## config.mk

```make
export PLATFORM = sky130hd
export DESIGN_NAME = imem_loader
export DESIGN_NICKNAME = d
export VERILOG_FILES = /design/src/rtl/imem_loader.sv
export SDC_FILE = /design/constraint.sdc
export NUM_CORES = 1
export LEC_CHECK = 0
export CAP_MARGIN = 20
export CELL_PAD_IN_SITES_DETAIL_PLACEMENT = 0
export CELL_PAD_IN_SITES_GLOBAL_PLACEMENT = 2
export CORE_MARGIN = 5
export CORE_UTILIZATION = 38
export CTS_BUF_LIST = sky130_fd_sc_hd__clkbuf_8
export DETAILED_ROUTE_END_ITERATION = 7
export PLACE_DENSITY = 0.86
export SYNTH_ARGS = -nofsm -noshare
export SYNTH_HDL_FRONTEND = slang
export SYNTH_SLANG_ARGS = --single-unit
```

## constraint.sdc

```tcl
create_clock -name CLK -period 4.95 [get_ports CLK]
set_input_delay 1.2375 -clock CLK [delete_from_list [all_inputs] [get_ports CLK]]
set_output_delay 1.2375 -clock CLK [all_outputs]
set_load 0.05 [all_outputs]
```

## src/rtl/imem_loader.sv

```systemverilog
// imem_loader: byte-serial boot loader for the instruction memory.
// Packs MSB-first bytes into 32-bit words and writes them to the memory.
// Zero-fills the unloaded tail of the memory, then holds START high until reload.
//
// state | meaning
// IDLE  | one cycle after reset, then LOAD
// LOAD  | accepting program bytes, writing completed words
// CLEAR | writing zeros from wr_ptr up to IM_DEPTH-1
// DONE  | START high, waiting for reload
module imem_loader #(
    parameter int IM_DEPTH = 32,
    parameter int ADDR_W   = 5,
    parameter int INSTR_W  = 32
) (
    input  logic               CLK,
    input  logic               RST,
    input  logic               in_valid,
    input  logic [7:0]         in_data,
    input  logic               in_last,
    output logic               in_ready,
    input  logic               reload,
    output logic               im_we,
    output logic [ADDR_W-1:0]  im_addr,
    output logic [INSTR_W-1:0] im_wdata,
    output logic               START,
    output logic [ADDR_W:0]    word_count,
    output logic               err_partial,
    output logic               err_ovf
);

    typedef enum logic [1:0] {IDLE, LOAD, CLEAR, DONE} state_t;

    localparam logic [ADDR_W-1:0] TOP  = ADDR_W'(IM_DEPTH - 1);
    localparam logic [ADDR_W:0]   FULL = (ADDR_W + 1)'(IM_DEPTH);

    state_t              state;
    logic [1:0]          byte_cnt;
    logic [INSTR_W-1:0]  asm_word;
    logic [ADDR_W-1:0]   wr_ptr;

    logic [INSTR_W-1:0]  keep_mask;
    logic [INSTR_W-1:0]  merged;
    logic                accept;
    logic                word_end;
    logic                at_top;

    assign in_ready = (state == LOAD);
    assign accept   = in_valid && (state == LOAD);
    assign word_end = accept && (in_last || (byte_cnt == 2'd3));
    assign at_top   = (wr_ptr == TOP);

    // Merge the incoming byte into the word; bytes below it read as zero,
    // which gives the padding for a short final word for free.
    always_comb begin
        keep_mask = '0;
        case (byte_cnt)
            2'd0:    keep_mask = 32'h0000_0000;
            2'd1:    keep_mask = 32'hFF00_0000;
            2'd2:    keep_mask = 32'hFFFF_0000;
            default: keep_mask = 32'hFFFF_FF00;
        endcase
        merged = (asm_word & keep_mask) | ({in_data, 24'd0} >> {byte_cnt, 3'b000});
    end

    // Loader FSM with registered memory port, START and status outputs.
    always_ff @(posedge CLK or posedge RST) begin
        if (RST) begin
            state       <= IDLE;
            byte_cnt    <= 2'd0;
            asm_word    <= '0;
            wr_ptr      <= '0;
            word_count  <= '0;
            im_we       <= 1'b0;
            im_addr     <= '0;
            im_wdata    <= '0;
            START       <= 1'b0;
            err_partial <= 1'b0;
            err_ovf     <= 1'b0;
        end else begin
            im_we <= 1'b0;
            case (state)
                IDLE: state <= LOAD;
                LOAD: begin
                    if (accept) begin
                        asm_word <= merged;
                        byte_cnt <= word_end ? 2'd0 : byte_cnt + 2'd1;
                        if (word_end) begin
                            im_we    <= 1'b1;
                            im_addr  <= wr_ptr;
                            im_wdata <= merged;
                            if (word_count != FULL)
                                word_count <= word_count + (ADDR_W + 1)'(1);
                            if (in_last && (byte_cnt != 2'd3))
                                err_partial <= 1'b1;
                            // The pointer never wraps: the top address always ends loading.
                            if (at_top) begin
                                state <= DONE;
                                if (!in_last)
                                    err_ovf <= 1'b1;
                            end else begin
                                wr_ptr <= wr_ptr + ADDR_W'(1);
                                if (in_last)
                                    state <= CLEAR;
                            end
                        end
                    end
                end
                CLEAR: begin
                    im_we    <= 1'b1;
                    im_addr  <= wr_ptr;
                    im_wdata <= '0;
                    if (at_top)
                        state <= DONE;
                    else
                        wr_ptr <= wr_ptr + ADDR_W'(1);
                end
                DONE: begin
                    if (reload) begin
                        state       <= LOAD;
                        START       <= 1'b0;
                        wr_ptr      <= '0;
                        word_count  <= '0;
                        byte_cnt    <= 2'd0;
                        asm_word    <= '0;
                        err_partial <= 1'b0;
                        err_ovf     <= 1'b0;
                    end else begin
                        START <= 1'b1;
                    end
                end
                default: state <= IDLE;
            endcase
        end
    end

endmodule

```

### Word level (Yosys, flattened, before mapping)

Index checks and enable logic that the tools add are counted.
W data, S select, Z words.

* shift-type cells: 1
* bitwise gates (word level): 2
* mux-type cells: 45
* reduce and logical (&&, ||, !) cells: 16
* add/sub/neg operators: 3
* equality and inequality tests: 18

Operators with widths (count)
* $mux W32: 4
* $pmux W32 S2: 2
* $pmux W32 S3: 1
* $and A32 B32 Y32: 1
* $or A32 B32 Y32: 1
* $shr A32 B5 Y32: 1
* $mux W5: 6
* $mux W6: 4
* $mux W2: 9
* $pmux W5 S3: 1
* $reduce_and A5 Y1: 3
* $pmux W6 S2: 1
* $mux W1: 11
* $ne A2 B1 Y1 const B: 5
* $pmux W5 S2: 1
* $eq A2 B2 Y1 const B: 4
* $ne A2 B2 Y1 const B: 4
* $pmux W2 S4: 1
* $add A6 B1 Y6 const B: 1
* $ne A6 B6 Y1 const B: 1
* $pmux W1 S2: 3
* $reduce_and A3 Y1: 2
* $reduce_and A6 Y1: 1
* $add A5 B1 Y5 const B: 1
* other kinds (11): 16

* logic and storage cells: 96
* register bits: 88
* output and inout bits: 48
* bits of input ports: 13

### Logic depth before layout (Yosys ltp)

* depth after elaboration: 7
* depth in mapped cells: 9
* gate-level depth less buffers: 7

### Least setup slack after synthesis

No wires, ideal clock.

* path kind: register to output
* start: reg state[1]
* end: out in_ready
* required time: 3.713 ns
* path slack: 2.673 ns
* buffers on the path: 0
* stages on the path, launching flop included: 3
* arrival time: 1.039 ns
* path through: dfrtp_1 inv_1 ha_1

* cells in the longest elaborated chain, start to end: 1

RTL lines
* from (decl): RTL line 36 `state_t state;`
* from (signal assigned): RTL line 68 `state <= IDLE;`
* from (signal assigned): RTL line 82 `IDLE: state <= LOAD;`
* from (signal assigned): RTL line 97 `state <= DONE;`
* $eq A2 B1 Y1: RTL line 47 `assign in_ready = (state == LOAD);`
* to (decl): RTL line 20 `output logic in_ready,`

No other way between the ends.

### Worst setup path in the final report

Ends and elaborated chain as after synthesis.

==> out/metrics.csv <==
stage;metric;value;unit
floorplanning;die_w;110;um
final_layout;antenna_cells;0;
synthesis;synth_area;3790;sq um
synthesis;synth_seq_cells;80;
worst_setup_path;path_cells;inv_1 > ha_1 > clkdlybuf4s50_1;
sta;setup_viol;0;
synthesis;yosys.cell_count.top_type;dfrtp_1;
sta;fin_crit_sh;71.6;%
floorplanning;std_cell_rows;36;
clock_tree;cts-root-buf;clkbuf_8;
power_and_ir_drop;power_density;694;nW/um^2
synthesis;synth_top_cell_by_area;dfrtp_1;
detailed_routing;vias;2885;
synthesis;synth_xor_area_share;0;%
grt;grt_max_degree;49;
sta;hold_viol_final;0;
sta;slew_violations;0;
floorplanning;dieArea;12100;sq um
grt;grt_pass1_wl;15200;um
final_layout;layout-drive-gt1-share;9.22;%
placement;dpl.hpwl;6180;um
synthesis;synth_warnings;0;
clock_tree;insertion_delay;0.35;ns
synthesis;yosys-top-cells-count;dfrtp_1, nand2_1, a22o_1;
synthesis;seq_area_frac_synth;52.9;%
grt;first_global_vias;2874;
sta;fmax;282;MHz
synthesis;ys_top_cells_by_area;dfrtp_1, a22o_1, nand2_1, o31ai_1, ha_1;
synthesis;synth.mux.area_fraction;3.14;%
detailed_routing;final_antenna_net_count;0;
floorplanning;start_util;38.9;%
sta;rsz0062_at_grt;no;
synthesis;syn_inst;350;
clock_tree;numCtsBuffers;9;
worst_setup_path;crit_buf_inv;2;
worst_setup_path;cp.arrival;2.30;ns
placement;dp.cells;528;
worst_setup_path;worstSetupStartpointType;register;
synthesis;avgSynthCellArea;10.8;sq um
worst_setup_path;crit_family;buffers and inverters;
status;outcome;finished, final reports clean;
floorplanning;pin_count;61;
grt;antenna_found_initial;0;
synthesis;yosysUniqueCellTypes;39;
clock_tree;clockBufferDepth;2;
clock_tree;htreeDepth;3;
worst_setup_path;critPathMaxFanout;17;
synthesis;synth_top_area_share;52.9;%
worst_setup_path;endpoint_kind;output port;
detailed_routing;drt_iter0_drc;125;
final_layout;final_net_count;433;
sta;slew-limit-headroom;44.1;%
power_and_ir_drop;p_leak;2.03;nW
sta;setup_tns;0;ns
placement;gp_congestion;0.757;
detailed_routing;detail_route.wl_per_cell;16.6;um
power_and_ir_drop;comb_power_share;53.8;%
final_layout;fin_util;48.6;%
worst_setup_path;cp_slowest_cell;clkdlybuf4s50_1;
clock_tree;cts.sinks;80;
power_and_ir_drop;p_int;1.71;mW
sta;worstMarginPinSlew;0.839;ns
floorplanning;core_area;9730;sq um
sta;min_period;3.54;ns
clock_tree;tritoncts;built;
synthesis;synth_compound_area_share;22.6;%
detailed_routing;routed_wl;9070;um
clock_tree;hold_buffers;0;
detailed_routing;drt_pass1_iterations;4;
synthesis;synth_top_family_by_area;compound AO/OA/AOI/OAI gates;
synthesis;syn_nets;376;
power_and_ir_drop;p_sw_share;48.0;%
synthesis;ys.flop_type;dfrtp_1;
worst_setup_path;cp_slowest_stage_delay;0.92;ns
job;maxCapViolCount;0;
final_layout;area_growth;24.8;%
clock_tree;clkTransAtPathRegs;0.08;ns
grt;grt-ovfl-total;0;
placement;port_buffers;60;
floorplanning;fp.dieH;110;um
synthesis;synth-async-reset-ratio;100;%
synthesis;synth_edf_count;0;
final_layout;fin_cells;545;
synthesis;synth_fa_ha_area_share;4.29;%
worst_setup_path;critical_path_class;register to output port;
power_and_ir_drop;p_clk_share;14.5;%
min_path;hp-class;register to register;
grt;grt_use_total;16.3;%
sta;worst_clock_skew;0.0115;ns
power_and_ir_drop;max-vdd-ir-drop;0.411;mV
clock_tree;post_cts_buffers;0;
power_and_ir_drop;pwr-share-seq;31.7;%
power_and_ir_drop;switching_power;1.58;mW
detailed_routing;drcViolationCount;0;
synthesis;yosys.area_share.simple;13.4;%
detailed_routing;vias_per_cell;5.29;
worst_setup_path;crit_required;3.71;ns
clock_tree;cts_resized;0;
final cells by class:
class	instances	area, sq um
inverters	12	46.3
repair buffers	64	668
fillers	935	5000
flip-flops and latches	80	2000
clock inverters	7	72.6
multi-input cells	240	1650
clock buffers	9	124
well taps	133	166
worst paths after layout:
check | from | to | slack [ns] | cells after the start
worst max register to register | byte_cnt[0] | im_wdata[25] | 2.45 | 6
worst max-delay path | state[1] | in_ready | 1.41 | 3
max in group asynchronous | RST | asm_word[18] | 2.96 | 4
worst min-delay path | im_wdata[19] | im_wdata[19] | 0.48 | 2
worst min register to register | im_wdata[19] | im_wdata[19] | 0.48 | 2
min in group asynchronous | RST | wr_ptr[4] | 1.18 | 2
registers in the layout, summed over array words and instances, names as in the netlist:
| name | count |
|---|---|
| word_count | 6 |
| im_addr | 5 |
| err_partial | 1 |
| im_wdata | 32 |
| START | 1 |
| byte_cnt | 2 |
| state | 2 |
| err_ovf | 1 |
| wr_ptr | 5 |
| asm_word | 24 |
| im_we | 1 |
cell families (layout without fill, tap and decap cells):
family	after synthesis	in the layout
and+or+nand+nor	102	102
buffers and inverters	30	92
DFF	80	80
muxes	11	11
AOI/OAI and AO/OA	114	114
adders and majority gates	13	13
power groups by stage:
stage	combinational [mW]	sequential (mW)	clock (mW)
2_1_floorplan	0.876	1.46	0
3_3_place_gp	1.74	1.05	0
3_5_place_dp	1.76	1.05	0
4_1_cts	1.77	1.04	0.492
5_1_grt	1.92	1.08	0.522
6_report	1.77	1.04	0.475
layout by cell type, fill, tap and decap left out, types with 2 or more instances in the layout:
| cell | Yosys | layout |
|---|---|---|
| a21oi_2 | 2 | 2 |
| nand4b_1 | 3 | 3 |
| a221o_1 | 2 | 2 |
| clkinv_2 | 0 | 2 |
| nor2_1 | 14 | 14 |
| dfrtp_1 | 80 | 80 |
| o2bb2ai_1 | 7 | 7 |
| clkdlybuf4s50_1 | 0 | 60 |
| clkinv_4 | 0 | 2 |
| inv_1 | 11 | 11 |
| mux2_2 | 7 | 7 |
| nand2b_1 | 2 | 2 |
| nand2_1 | 49 | 49 |
| buf_4 | 3 | 2 |
| o21ai_0 | 15 | 15 |
| and3_1 | 6 | 6 |
| nor3_2 | 4 | 4 |
| mux2i_1 | 4 | 4 |
| a21oi_1 | 12 | 12 |
| a22oi_1 | 18 | 18 |
| a2111oi_0 | 2 | 2 |
| clkbuf_8 | 0 | 9 |
| nor3b_1 | 5 | 5 |
| ha_1 | 13 | 13 |
| nand3_1 | 3 | 3 |
| a22o_1 | 26 | 26 |
| nand3b_1 | 2 | 2 |
| nor2b_1 | 10 | 10 |
| o31ai_1 | 24 | 24 |
routing by layer:
| metal | track usage, % | wire length (um) | vias to the layer above |
|---|---|---|---|
| met5 | 0 | 0 | - |
| met4 | 3.56 | 70 | 0 |
| met3 | 4.99 | 485 | 5 |
| met2 | 25.2 | 4280 | 65 |
| met1 | 22.7 | 4230 | 1407 |
| li1 | - | - | 1408 |
stage by stage:
step / total power, mW / hold WS, ns / setup WS [ns] / cell area, sq um
final: 3.28 / 0.479 / 1.41 / 4730
after global placement: 2.79 / 0.462 / 1.54 / 4480
after CTS: 3.30 / 0.485 / 1.38 / 4700
after global routing: 3.52 / 0.504 / 1.28 / 4730
after floorplan: 2.33 / 0.458 / 1.66 / 3790
after detailed placement: 2.82 / 0.466 / 1.50 / 4500
worst min-delay path, delay by kind of cell (launching register included):
family	cells	cell delay (ns)
DFF	1	0.35
and+or+nand+nor	1	0.05
AOI/OAI and AO/OA	1	0.05
Power figures use the tool's default switching activity.
